**config.mk**
```make
export PLATFORM = sky130hd
export DESIGN_NAME = flag_branch_unit
export DESIGN_NICKNAME = d
export VERILOG_FILES = /design/src/rtl/flag_branch_unit.sv
export SDC_FILE = /design/constraint.sdc
export NUM_CORES = 1
export LEC_CHECK = 0
export ABC_AREA = 1
export ABC_CLOCK_PERIOD_IN_PS = 1600
export CAP_MARGIN = 20
export CORE_MARGIN = 2
export CORE_UTILIZATION = 36
export DETAILED_ROUTE_END_ITERATION = 7
export GPL_TIMING_DRIVEN = 0
export PLACE_DENSITY_LB_ADDON = 0.05
export SLEW_MARGIN = 5
export SYNTH_ARGS = -nofsm -noshare
export SYNTH_HDL_FRONTEND = slang
export SYNTH_SLANG_ARGS = --single-unit
```
**constraint.sdc**
```tcl
create_clock -name clk -period 1.6 [get_ports clk]
set_input_delay 0.16 -clock clk [delete_from_list [all_inputs] [get_ports clk]]
set_output_delay 0.16 -clock clk [all_outputs]
set_load 0.02 [all_outputs]
```
**src/rtl/flag_branch_unit.sv**
```systemverilog
// Execute-stage flag register (Z, V, N) and conditional branch resolver.
// Flags come from the ALU result and adder overflow. A branch evaluates its
// condition against the flags, taking a same-cycle flag write into account
// flag by flag. The redirect decision is registered for the fetch stage.
module flag_branch_unit #(
    parameter int WIDTH = 16
) (
    input  logic             clk,
    input  logic             rst_n,
    input  logic             stall,
    input  logic             flush,
    input  logic             ex_valid,
    input  logic [WIDTH-1:0] ex_result,
    input  logic             ex_ovfl,
    input  logic             z_en,
    input  logic             v_en,
    input  logic             n_en,
    input  logic             br_valid,
    input  logic [2:0]       br_ccc,
    input  logic [WIDTH-1:0] br_target,
    input  logic [WIDTH-1:0] pc_next,
    output logic             flag_z,
    output logic             flag_v,
    output logic             flag_n,
    output logic             br_resolved,
    output logic             br_taken,
    output logic [WIDTH-1:0] br_pc
);

    typedef enum logic [2:0] {
        CC_NE = 3'b000,
        CC_EQ = 3'b001,
        CC_GT = 3'b010,
        CC_LT = 3'b011,
        CC_GE = 3'b100,
        CC_LE = 3'b101,
        CC_OV = 3'b110,
        CC_UN = 3'b111
    } ccc_e;

    logic             flag_z_q, flag_v_q, flag_n_q;
    logic             flag_z_d, flag_v_d, flag_n_d;
    logic             br_resolved_q, br_resolved_d;
    logic             br_taken_q, br_taken_d;
    logic [WIDTH-1:0] br_pc_q, br_pc_d;

    logic new_z, new_n, new_v;
    logic eff_z, eff_n, eff_v;
    logic wr, br_acc, cond;

    // Flag sources, write/accept qualifiers and per-flag bypass
    always_comb begin
        new_z  = (ex_result == '0);
        new_n  = ex_result[WIDTH-1];
        new_v  = ex_ovfl;
        wr     = ex_valid & ~flush & ~stall;
        br_acc = br_valid & ~flush & ~stall;
        eff_z  = (ex_valid & z_en & ~flush) ? new_z : flag_z_q;
        eff_v  = (ex_valid & v_en & ~flush) ? new_v : flag_v_q;
        eff_n  = (ex_valid & n_en & ~flush) ? new_n : flag_n_q;
    end

    // Condition code evaluation on the effective flags
    always_comb begin
        cond = 1'b0;
        unique case (ccc_e'(br_ccc))
            CC_NE: cond = ~eff_z;
            CC_EQ: cond = eff_z;
            CC_GT: cond = ~eff_z & ~eff_n;
            CC_LT: cond = eff_n;
            CC_GE: cond = eff_z | (~eff_z & ~eff_n);
            CC_LE: cond = eff_n | eff_z;
            CC_OV: cond = eff_v;
            CC_UN: cond = 1'b1;
            default: cond = 1'b0;
        endcase
    end

    // Next-state: stall holds everything, including a pending resolved pulse
    always_comb begin
        flag_z_d      = flag_z_q;
        flag_v_d      = flag_v_q;
        flag_n_d      = flag_n_q;
        br_resolved_d = br_resolved_q;
        br_taken_d    = br_taken_q;
        br_pc_d       = br_pc_q;
        if (!stall) begin
            if (wr && z_en) flag_z_d = new_z;
            if (wr && v_en) flag_v_d = new_v;
            if (wr && n_en) flag_n_d = new_n;
            br_resolved_d = br_acc;
            if (br_acc) begin
                br_taken_d = cond;
                br_pc_d    = cond ? br_target : pc_next;
            end
        end
    end

    // State registers with synchronous active-low reset
    always_ff @(posedge clk) begin
        if (!rst_n) begin
            flag_z_q      <= 1'b0;
            flag_v_q      <= 1'b0;
            flag_n_q      <= 1'b0;
            br_resolved_q <= 1'b0;
            br_taken_q    <= 1'b0;
            br_pc_q       <= '0;
        end else begin
            flag_z_q      <= flag_z_d;
            flag_v_q      <= flag_v_d;
            flag_n_q      <= flag_n_d;
            br_resolved_q <= br_resolved_d;
            br_taken_q    <= br_taken_d;
            br_pc_q       <= br_pc_d;
        end
    end

    assign flag_z      = flag_z_q;
    assign flag_v      = flag_v_q;
    assign flag_n      = flag_n_q;
    assign br_resolved = br_resolved_q;
    assign br_taken    = br_taken_q;
    assign br_pc       = br_pc_q;

endmodule

```
==> results.md, run 1 <==
Worst setup path:
- The largest driver fanout on the critical path is 6.
- The beginning of the worst register-to-register path is flag_n.
- The type of element capturing the critical path is a register.
- The depth of the critical timing path with buffers and inverters included is 13.
- On the critical path the largest part of the delay comes from simple AND/OR/NAND/NOR gates.
- The data required time at the worst endpoint is 1780 ps.
- For this run, the slowest stage of the critical path takes 470 ps.
- On the critical path, the stage with the largest delay is an instance of sky130_fd_sc_hd__clkdlybuf4s50_1.
- The critical setup path kind is input pin to register.
- The capture point of the worst reg-to-reg path is br_pc[0].
- Traced cell by cell, the critical path runs through clkdlybuf4s50_1, nand3_2, inv_2, nand3_4, nand3_2, nand2_2, nand3_2, nand2_4, nand2_4, buf_8, nand2_2, nand3_2, a21oi_2.
- The cell type with the highest occurrence count on the critical path is sky130_fd_sc_hd__nand3_2.
- The critical path capture point is br_pc[0].
- The number of buffers and inverters on the critical path is 3.
- The number of cells on the worst reg-to-reg path is 12.
- STA puts the critical path data arrival time at 1710 ps.
- The reg2reg setup slack is 110 ps.
- The critical path startpoint is z_en.
- The startpoint type of the worst setup path is an input pin.

STA:
- Based on the critical path, the design can be clocked at up to 652.3 MHz.
- For the final routed database, the setup TNS stands at 0 ps.
- The count of final max-slew check failures is 0.
- The worst setup skew after layout is 7.366 ps.
- The least setup slack across all paths after layout is 66.95 ps.
- The tightest hold margin is 194.0 ps.
- The slew of the pin with the lowest slew margin is 530.6 ps.
- The max-slew headroom at the worst pin is 64.63%.
- The final period utilization is 95.82%.
- The hold violation count in the final report is 0.
- The routed design could run at a clock period as short as 1533 ps.
- Setup violations remaining at the end of the flow were counted as 0.

Yosys:
- The multiplexer share of the synthesized area is 0%.
- The adder and majority gate portion of the synthesized area is 0%.
- The mapped cell area is 1275 um^2.
- The number of different library cells used by synthesis comes to 19.
- In this run, synthesis produced a sequential element count of 21.
- The xor-xnor portion of the synthesized cell area is 0%.
- After synthesis, flip-flops and latches occupy 32.97% of the total area.
- The dominant combinational cell family by area after synthesis is simple AND/OR/NAND/NOR gates.
- The total nets after synthesis is 268.
- The compound-gate portion of the synthesized area is 12.76%.
- The per-instance average area after synthesis is 6.159 um^2.
- The instance count of the mapped netlist is 207.
- After Yosys synthesis, and, or, nand and nor cells account for 38.37% of the synthesized area.
- The synthesis warning total is 0.

Clocking:
- The number of buffers on the longest clock path is 2.
- Clock-pin slew was measured on the worst setup and hold paths at 130 ps.
- Clock tree synthesis inserted a total of 3 buffers.
- CTS built an H-tree with a depth of 1.
- The cell sitting at the root of the clock tree is a sky130_fd_sc_hd__clkbuf_4.
- Clock tree synthesis found a total of 21 sinks.
- TritonCTS built the clock tree.
- The later pin in the worst-skew pair is clocked with a latency of 310 ps.

Routing:
- The detail route stage leaves a number of antenna-violating nets equal to 0.
- The first detailed-routing pass took 4 iterations.
- The detailed-route DRC error count is 0.
- The ratio of routed vias to standard cells is 4.616.
- The routed via count is 1611.
- The average routed wire per standard cell is 10.97 um.
- The wire length reported by the detailed router is 3828 um.
- The detailed router's first-iteration violation count is 47.

Final layout:
- The final design instance area without fill is 2485 um^2.
- The final cell utilization of the core is 73.88%.
- The final non-filler cell total is 349.
- Cells with a size suffix above 1 make up 21.12% of the layout.
- Compared with the post-synthesis result, the final layout area differs by 94.90%.
- The net count of the finished layout is 365.
- The count of antenna diodes in the layout is 0.
- The final-layout fill cell count is 302.

Floorplanning:
- The top-level port count is 82.
- From bottom edge to top edge, the die measures 63.51 um.
- The effective utilization at floorplan is 37.91%.
- The die area is 4034 um^2.
- The floorplan core area is 3363 um^2.
- Measured along the x axis, the die boundary spans 63.51 um.
- In this run the core area contains 21 standard-cell rows.

Power:
- The design internal power is 911.3 uW.
- In this run the power density over the cells is 528.8 nW/um^2.
- The clock network is responsible for 19.8% of the overall power.
- Combinational cells account for 37.8% of the total power.
- In this run the power spent charging and discharging nets is 402.7 uW.
- Across the VDD grid, the largest voltage drop is 0.5865 mV.
- The total power is 1.314 mW.
- The static leakage power is 1.230 nW.
- The share of power burned in registers is 42.3%.
- Net switching is 30.65% of the power.

Run:
- Across the run, the number of max-cap violations was 0.

GRT:
- The number of global-route vias before repair is 1474.
- The total routing resource utilization after global routing is 19.07%.
- The total overflow reported by the global router is 0.
- The first-pass GRT wire length is 6354 um.
- The number of antenna violations at the first check in global routing is 0.
- The pin count of the biggest net entering global routing is 13.

Place:
- The worst slack at placement is -449.1 ps.
- The HPWL after detailed placement is 2729 um.
- Routability-driven placement finished with a final weighted congestion of 0.7533.
- The port buffer count is 81.
- The number of cells after detailed placement is 334.
- The total cell area at the placement stage is 2143 um^2.

Run status:
- The flow ran to the end, and the final reports show no timing, DRC or antenna violations.

Hold path:
- The worst hold path belongs to the class input pin to register.
==> what timing repair did <==
action                     in CTS  in global routing
setup endpoints to repair      11                 17
pin swaps                      12                 30
hold buffers                    0                  0
gates cloned                    1                  0
gates resized for setup        14                 59
setup buffers                   7                  3
==> registers in the layout, indices dropped and copies added (netlist names) <==
| name | count |
|---|---|
| flag_z | 1 |
| br_taken | 1 |
| br_resolved | 1 |
| flag_n | 1 |
| flag_v | 1 |
| br_pc | 16 |
==> cells in the final DEF, fill, tap and decap left out, drive strengths merged <==
master | Yosys | final
dfxtp | 21 | 21
a21oi | 23 | 23
nor2 | 15 | 15
inv | 43 | 43
nand3 | 43 | 43
dlymetal6s2s | 0 | 17
o21ai | 4 | 4
dlygate4sd2 | 0 | 3
clkinv | 1 | 2
nand2 | 48 | 48
clkdlybuf4s50 | 0 | 61
clkbuf | 3 | 7
a311oi | 1 | 1
a21boi | 1 | 1
buf | 4 | 14
==> final cells by class <==
type	instances	area [um^2]	area share [%]
multi-input cells	135	812.0	32.68
repair buffers	92	943.4	37.97
clock inverters	1	5.005	0.2014
plain buffers	7	56.30	2.266
inverters	44	166.4	6.697
clock buffers	3	22.52	0.9063
well taps	46	57.56	2.316
flip-flops and latches	21	421.7	16.97
==> cells in the mapped netlist <==
cell type | n | area, um^2
sky130_fd_sc_hd__a21boi_0 | 1 | 7.510
sky130_fd_sc_hd__a21oi_1 | 21 | 105.1
sky130_fd_sc_hd__a21oi_2 | 2 | 17.52
sky130_fd_sc_hd__a311oi_1 | 1 | 8.760
sky130_fd_sc_hd__buf_2 | 3 | 15.01
sky130_fd_sc_hd__buf_6 | 1 | 11.26
sky130_fd_sc_hd__clkbuf_1 | 3 | 11.26
sky130_fd_sc_hd__clkinv_1 | 1 | 3.750
sky130_fd_sc_hd__dfxtp_1 | 21 | 420.4
sky130_fd_sc_hd__inv_1 | 42 | 157.7
sky130_fd_sc_hd__inv_2 | 1 | 3.750
sky130_fd_sc_hd__nand2_1 | 46 | 172.7
sky130_fd_sc_hd__nand2_4 | 2 | 22.52
sky130_fd_sc_hd__nand3_1 | 40 | 200.2
sky130_fd_sc_hd__nand3_2 | 2 | 20.02
sky130_fd_sc_hd__nand3_4 | 1 | 17.52
sky130_fd_sc_hd__nor2_1 | 15 | 56.30
sky130_fd_sc_hd__o21ai_0 | 3 | 15.01
sky130_fd_sc_hd__o21ai_2 | 1 | 8.760
==> power by group through the flow <==
stage          Clock, mW  Sequential (mW)  Combinational (mW)
5_1_grt            0.297            0.560               0.545
4_1_cts            0.272            0.556               0.449
3_3_place_gp           0            0.567               0.413
2_1_floorplan          0            0.594               0.163
3_5_place_dp           0            0.568               0.416
6_report           0.260            0.556               0.497
==> per-layer routing <==
metal	part of all wire [%]	routed length, um	global-route usage (%)
met1	44	1691	24.15
met2	49	1868	33.16
met3	6.5	250	5.536
met4	0.47	18	1.630
met5	0	0	0
==> logic make-up (layout without fill, tap and decap cells) <==
logic type | Yosys count | after routing
AND/OR/NAND/NOR | 106 | 106
buffers and inverters | 51 | 147
AO/OA/AOI/OAI | 29 | 29
flip-flops | 21 | 21
==> how the worst min path moves through the flow <==
stage          slack [ps]  cells after the start          end          start
2_1_floorplan         300                      2       flag_z          rst_n
3_5_place_dp          450                      2  br_resolved    br_resolved
6_report              190                      3       flag_n  ex_result[15]
5_1_grt               200                      3       flag_n  ex_result[15]
4_1_cts               340                      4       flag_n           n_en
3_3_place_gp          440                      2  br_resolved    br_resolved
==> tightest hold or removal path: stages <==
cell                             delay [ps]
sky130_fd_sc_hd__dlymetal6s2s_1         130
sky130_fd_sc_hd__inv_1                   90
sky130_fd_sc_hd__a311oi_1               100
Power figures use the tool's default switching activity.
==> run 2, diff against run 1 <==
Settings changed: ABC_AREA 1 to unset, CORE_UTILIZATION 36 to 35, SKIP_LAST_GASP set to 1.
==> results.md, run 2 <==
STA:
- The slew of the pin with the lowest slew margin is 358.9 ps.
- Of the available clock period, the critical path in the final layout requires 98.18%.
- The final-report setup violation count is 0.
- After layout, the minimum clock period comes to 1571 ps.
- The worst setup skew after layout is 6.556 ps.
- The tightest hold path in the finished design has a slack of 140.2 ps.
- The count of final max-slew check failures is 0.
- The hold violation count in the final report is 0.
- Timing would allow up to 636.6 MHz.
- Measured against its own limit, the worst slew margin works out to 76.07%.
- Setup repair after global routing could not meet its margin everywhere.

Final layout:
- The most frequent standard cell in the layout excluding fill and tap cells is sky130_fd_sc_hd__clkdlybuf4s50_1.
- For this run, the post-layout net count is 301.
- The register with the most flip-flops in the layout has 16 of them.
- The final-layout fill cell count is 251.
- The share of final-layout standard cells stronger than drive strength 1 is 31.80%.
- The final design instance area without fill is 2356 um^2.
- The count of antenna diodes in the layout is 0.
- Compared with the post-synthesis result, the final layout area differs by 100.3%.
- Measured on the finished design, the core utilization comes to 71.73%.
- For this run, the number of standard cells in the final layout without fillers is 285.
- The library cells used most frequently in the layout, excluding fill and tap cells, are sky130_fd_sc_hd__clkdlybuf4s50_1, sky130_fd_sc_hd__nand3_1, sky130_fd_sc_hd__dfxtp_1, sky130_fd_sc_hd__o21ai_0, sky130_fd_sc_hd__a31oi_1.

Yosys:
- The number of synthesized flops with an enable pin is 0.
- Each instance of the synthesized netlist takes up on average 8.523 um^2.
- The sequential element share of the synthesized area is 35.74%.
- The synthesis warning total is 0.
- The instance count of the mapped netlist is 138.
- Ranked by total cell area, the synthesized netlist is headed by sky130_fd_sc_hd__dfxtp_1, sky130_fd_sc_hd__a31oi_1, sky130_fd_sc_hd__nand3_1, sky130_fd_sc_hd__o21ai_0, sky130_fd_sc_hd__o21ai_1.
- By count the netlist is led by sky130_fd_sc_hd__dfxtp_1, sky130_fd_sc_hd__nand3_1, sky130_fd_sc_hd__o21ai_0.
- The synthesized netlist occupies a cell area of 1176 um^2.
- By instance count, the leading cell after synthesis is sky130_fd_sc_hd__dfxtp_1.
- The count of state elements after synthesis is 21.
- The share of synthesized area in the top cell type comes to 35.74%.
- The total nets after synthesis is 199.
- Of all cell types, the one taking the most synthesized area is sky130_fd_sc_hd__dfxtp_1.
- The count of unique library cells instantiated by Yosys is 32.
- The dominant register cell in the synthesized netlist is sky130_fd_sc_hd__dfxtp_1.
- The proportion of synthesized flip-flops having asynchronous set or reset is 0%.

Worst setup path:
- The critical path startpoint is stall.
- The startpoint identified for the worst register-to-register timing path is flag_n.
- The type of element capturing the critical path is a register.
- Following the worst setup path forward leads to its endpoint at br_pc[11].
- Data arrives at the worst endpoint at 1810 ps.
- The data required time at the worst endpoint is 1830 ps.
- The critical path is of the input pin to register type.
- The reg2reg setup slack is 30 ps.
- Counting cells, the worst reg-to-reg path comes to 6.
- In this run the worst path has a maximum fanout of 10.
- The capture point of the worst reg-to-reg path is br_pc[11].
- The worst setup path is launched from an input pin.

Floorplanning:
- In this run the standard cell core region covers 3284 um^2.
- The die area is 3840 um^2.
- For this configuration, the core starts out at a cell density of 35.81%.
- The top-level port count is 82.
- The horizontal die dimension is 61.97 um.
- The die boundary height is 61.97 um.
- The floorplan row count is 21.

Hold path:
- The worst hold path depth is 3.
- In this run the most critical hold path is launched from ex_result[15].
- The path category of the worst min-delay check is input pin to register.

Clocking:
- In this run the deepest clock path goes through 2 buffers.
- The tree is rooted in a sky130_fd_sc_hd__clkbuf_4.
- After clock tree synthesis, the clock-pin slew on the worst setup and hold paths is 130 ps.
- At the later pin of the worst-skew pair, clock insertion delay measures 320 ps.
- In this run, post-CTS hold repair placed 0 buffers.
- TritonCTS built the clock tree.
- The tree built by TritonCTS fans out to 21 sinks.
- In this run the number of H-tree levels came out at 1.
- The number of buffers inserted during clock tree synthesis is 3.

GRT:
- The pin count of the biggest net entering global routing is 13.
- For this run the aggregate overflow at the end of global routing stands at 0.
- The total routing resource utilization after global routing is 23.17%.
- The number of antenna violations at the first check in global routing is 0.
- The number of global-route vias before repair came to 1506.
- The first-pass GRT wire length is 6575 um.

Place:
- In this run the tool buffered the top-level ports with 81 buffer cells.
- The number of cells after detailed placement is 265.
- After detailed placement, the total cell area comes to 2078 um^2.
- The weighted congestion reported at the end of routability-driven placement is 0.7837.
- After legalization and detailed placement, the total HPWL measured 3143 um.

Routing:
- After detailed routing, the total wire length is 4524 um.
- The pre-antenna-repair detailed-routing pass consisted of 4 iterations.
- The detailed router's first-iteration violation count is 27.
- For this block, wires on met1 add up to 1620 um.
- The detailed-route DRC error count is 0.
- In this run the remaining antenna-violating nets after routing total 0.
- The amount of wire on met3 after detailed routing is 347 um.
- Dividing the detail-routed via count by the number of cells gives 5.484.
- In this run the top signal layer used is met4.
- After detailed routing, the average wire length per cell comes to 15.87 um.
- The detailed router placed 1563 vias in this run.
- The met2 wire length is 2452 um.

Power:
- Combinational cells account for 37.7% of the total power.
- Of the total power, the clock network draws 20.3%.
- The design internal power is 919.5 uW.
- Sequential cells burn 42.0% of the power.
- The switching component of the power is 410.3 uW.
- For this design the ratio of total power to cell area is 564.4 nW/um^2.
- The peak supply drop is 0.2937 mV.
- The total power is 1.330 mW.
- In this run the static leakage power is 0.9284 nW.
- The net switching fraction of the power is 30.85%.

Run status:
- The run finished with clean final reports.

Run:
- The total of max-cap violations is 0.
==> run 2: changes by cell type after synthesis, sizes merged, moves of 12 or more <==
cell and change:
a21oi -21, a31oi +16, inv -42, nand2 -45, nand3 -23, nor2 -12, o21ai +29
==> run 2: worst min path at each step <==
stage and to:
2_1_floorplan br_pc[7], 3_3_place_gp br_taken, 3_5_place_dp br_taken, 4_1_cts flag_n
5_1_grt flag_n, 6_report flag_n
==> run 2: power by group through the flow <==
| stage | Clock [mW] | Sequential [mW] | Combinational (mW) |
|---|---|---|---|
| after global routing | 0.295 | 0.561 | 0.532 |
| after global placement | 0 | 0.570 | 0.412 |
| after CTS | 0.271 | 0.560 | 0.466 |
| final | 0.270 | 0.558 | 0.501 |
| after detailed placement | 0 | 0.571 | 0.423 |
| after floorplan | 0 | 0.600 | 0.145 |
==> run 2: critical path: stages <==
cell,delay [ps]
sky130_fd_sc_hd__clkdlybuf4s50_1,440
sky130_fd_sc_hd__nor2_1,300
sky130_fd_sc_hd__and2_2,310
sky130_fd_sc_hd__clkbuf_2,240
sky130_fd_sc_hd__o21ai_0,130
sky130_fd_sc_hd__a31oi_1,220
==> run 2: layout make-up <==
class                      instances  area, um^2  area share (%)
timing repair buffer              98       933.4           39.62
multi-input combinational        106       837.1           35.53
sequential                        21       425.4           18.06
buffer                             9       71.32           3.027
tap                               46       57.56           2.443
clock buffer                       3       22.52          0.9559
clock inverter                     1       5.005          0.2124
inverter                           1       3.754          0.1593
==> run 2: what timing repair did <==
action                     CTS  global route
setup endpoints to repair   17            18
pin swaps                   19            19
setup buffers               11             4
resized for setup           89            23
cloned                       1             1
==> run 2: cells by family after synthesis <==
logic type	count (synthesis)	synth area share [%]
DFF	21	35.74
and+or+nand+nor	41	21.81
AOI/OAI and AO/OA	60	32.87
muxes	5	4.362
buffers and inverters	11	5.212
==> run 2: routing by layer <==
layer	GRT usage [%]	vias up
met5	0	-
met4	10.94	0
met3	3.520	12
met2	44.35	73
met1	24.30	737
li1	-	741
==> run 2: through the flow <==
stage	setup TNS (ps)	setup slack, ps
after CTS	0	1.443
after global placement	-14580	-921.6
after detailed placement	-15450	-975.0
final	0	29.08
after floorplan	-940.2	-86.73
after global routing	-404.0	-49.82
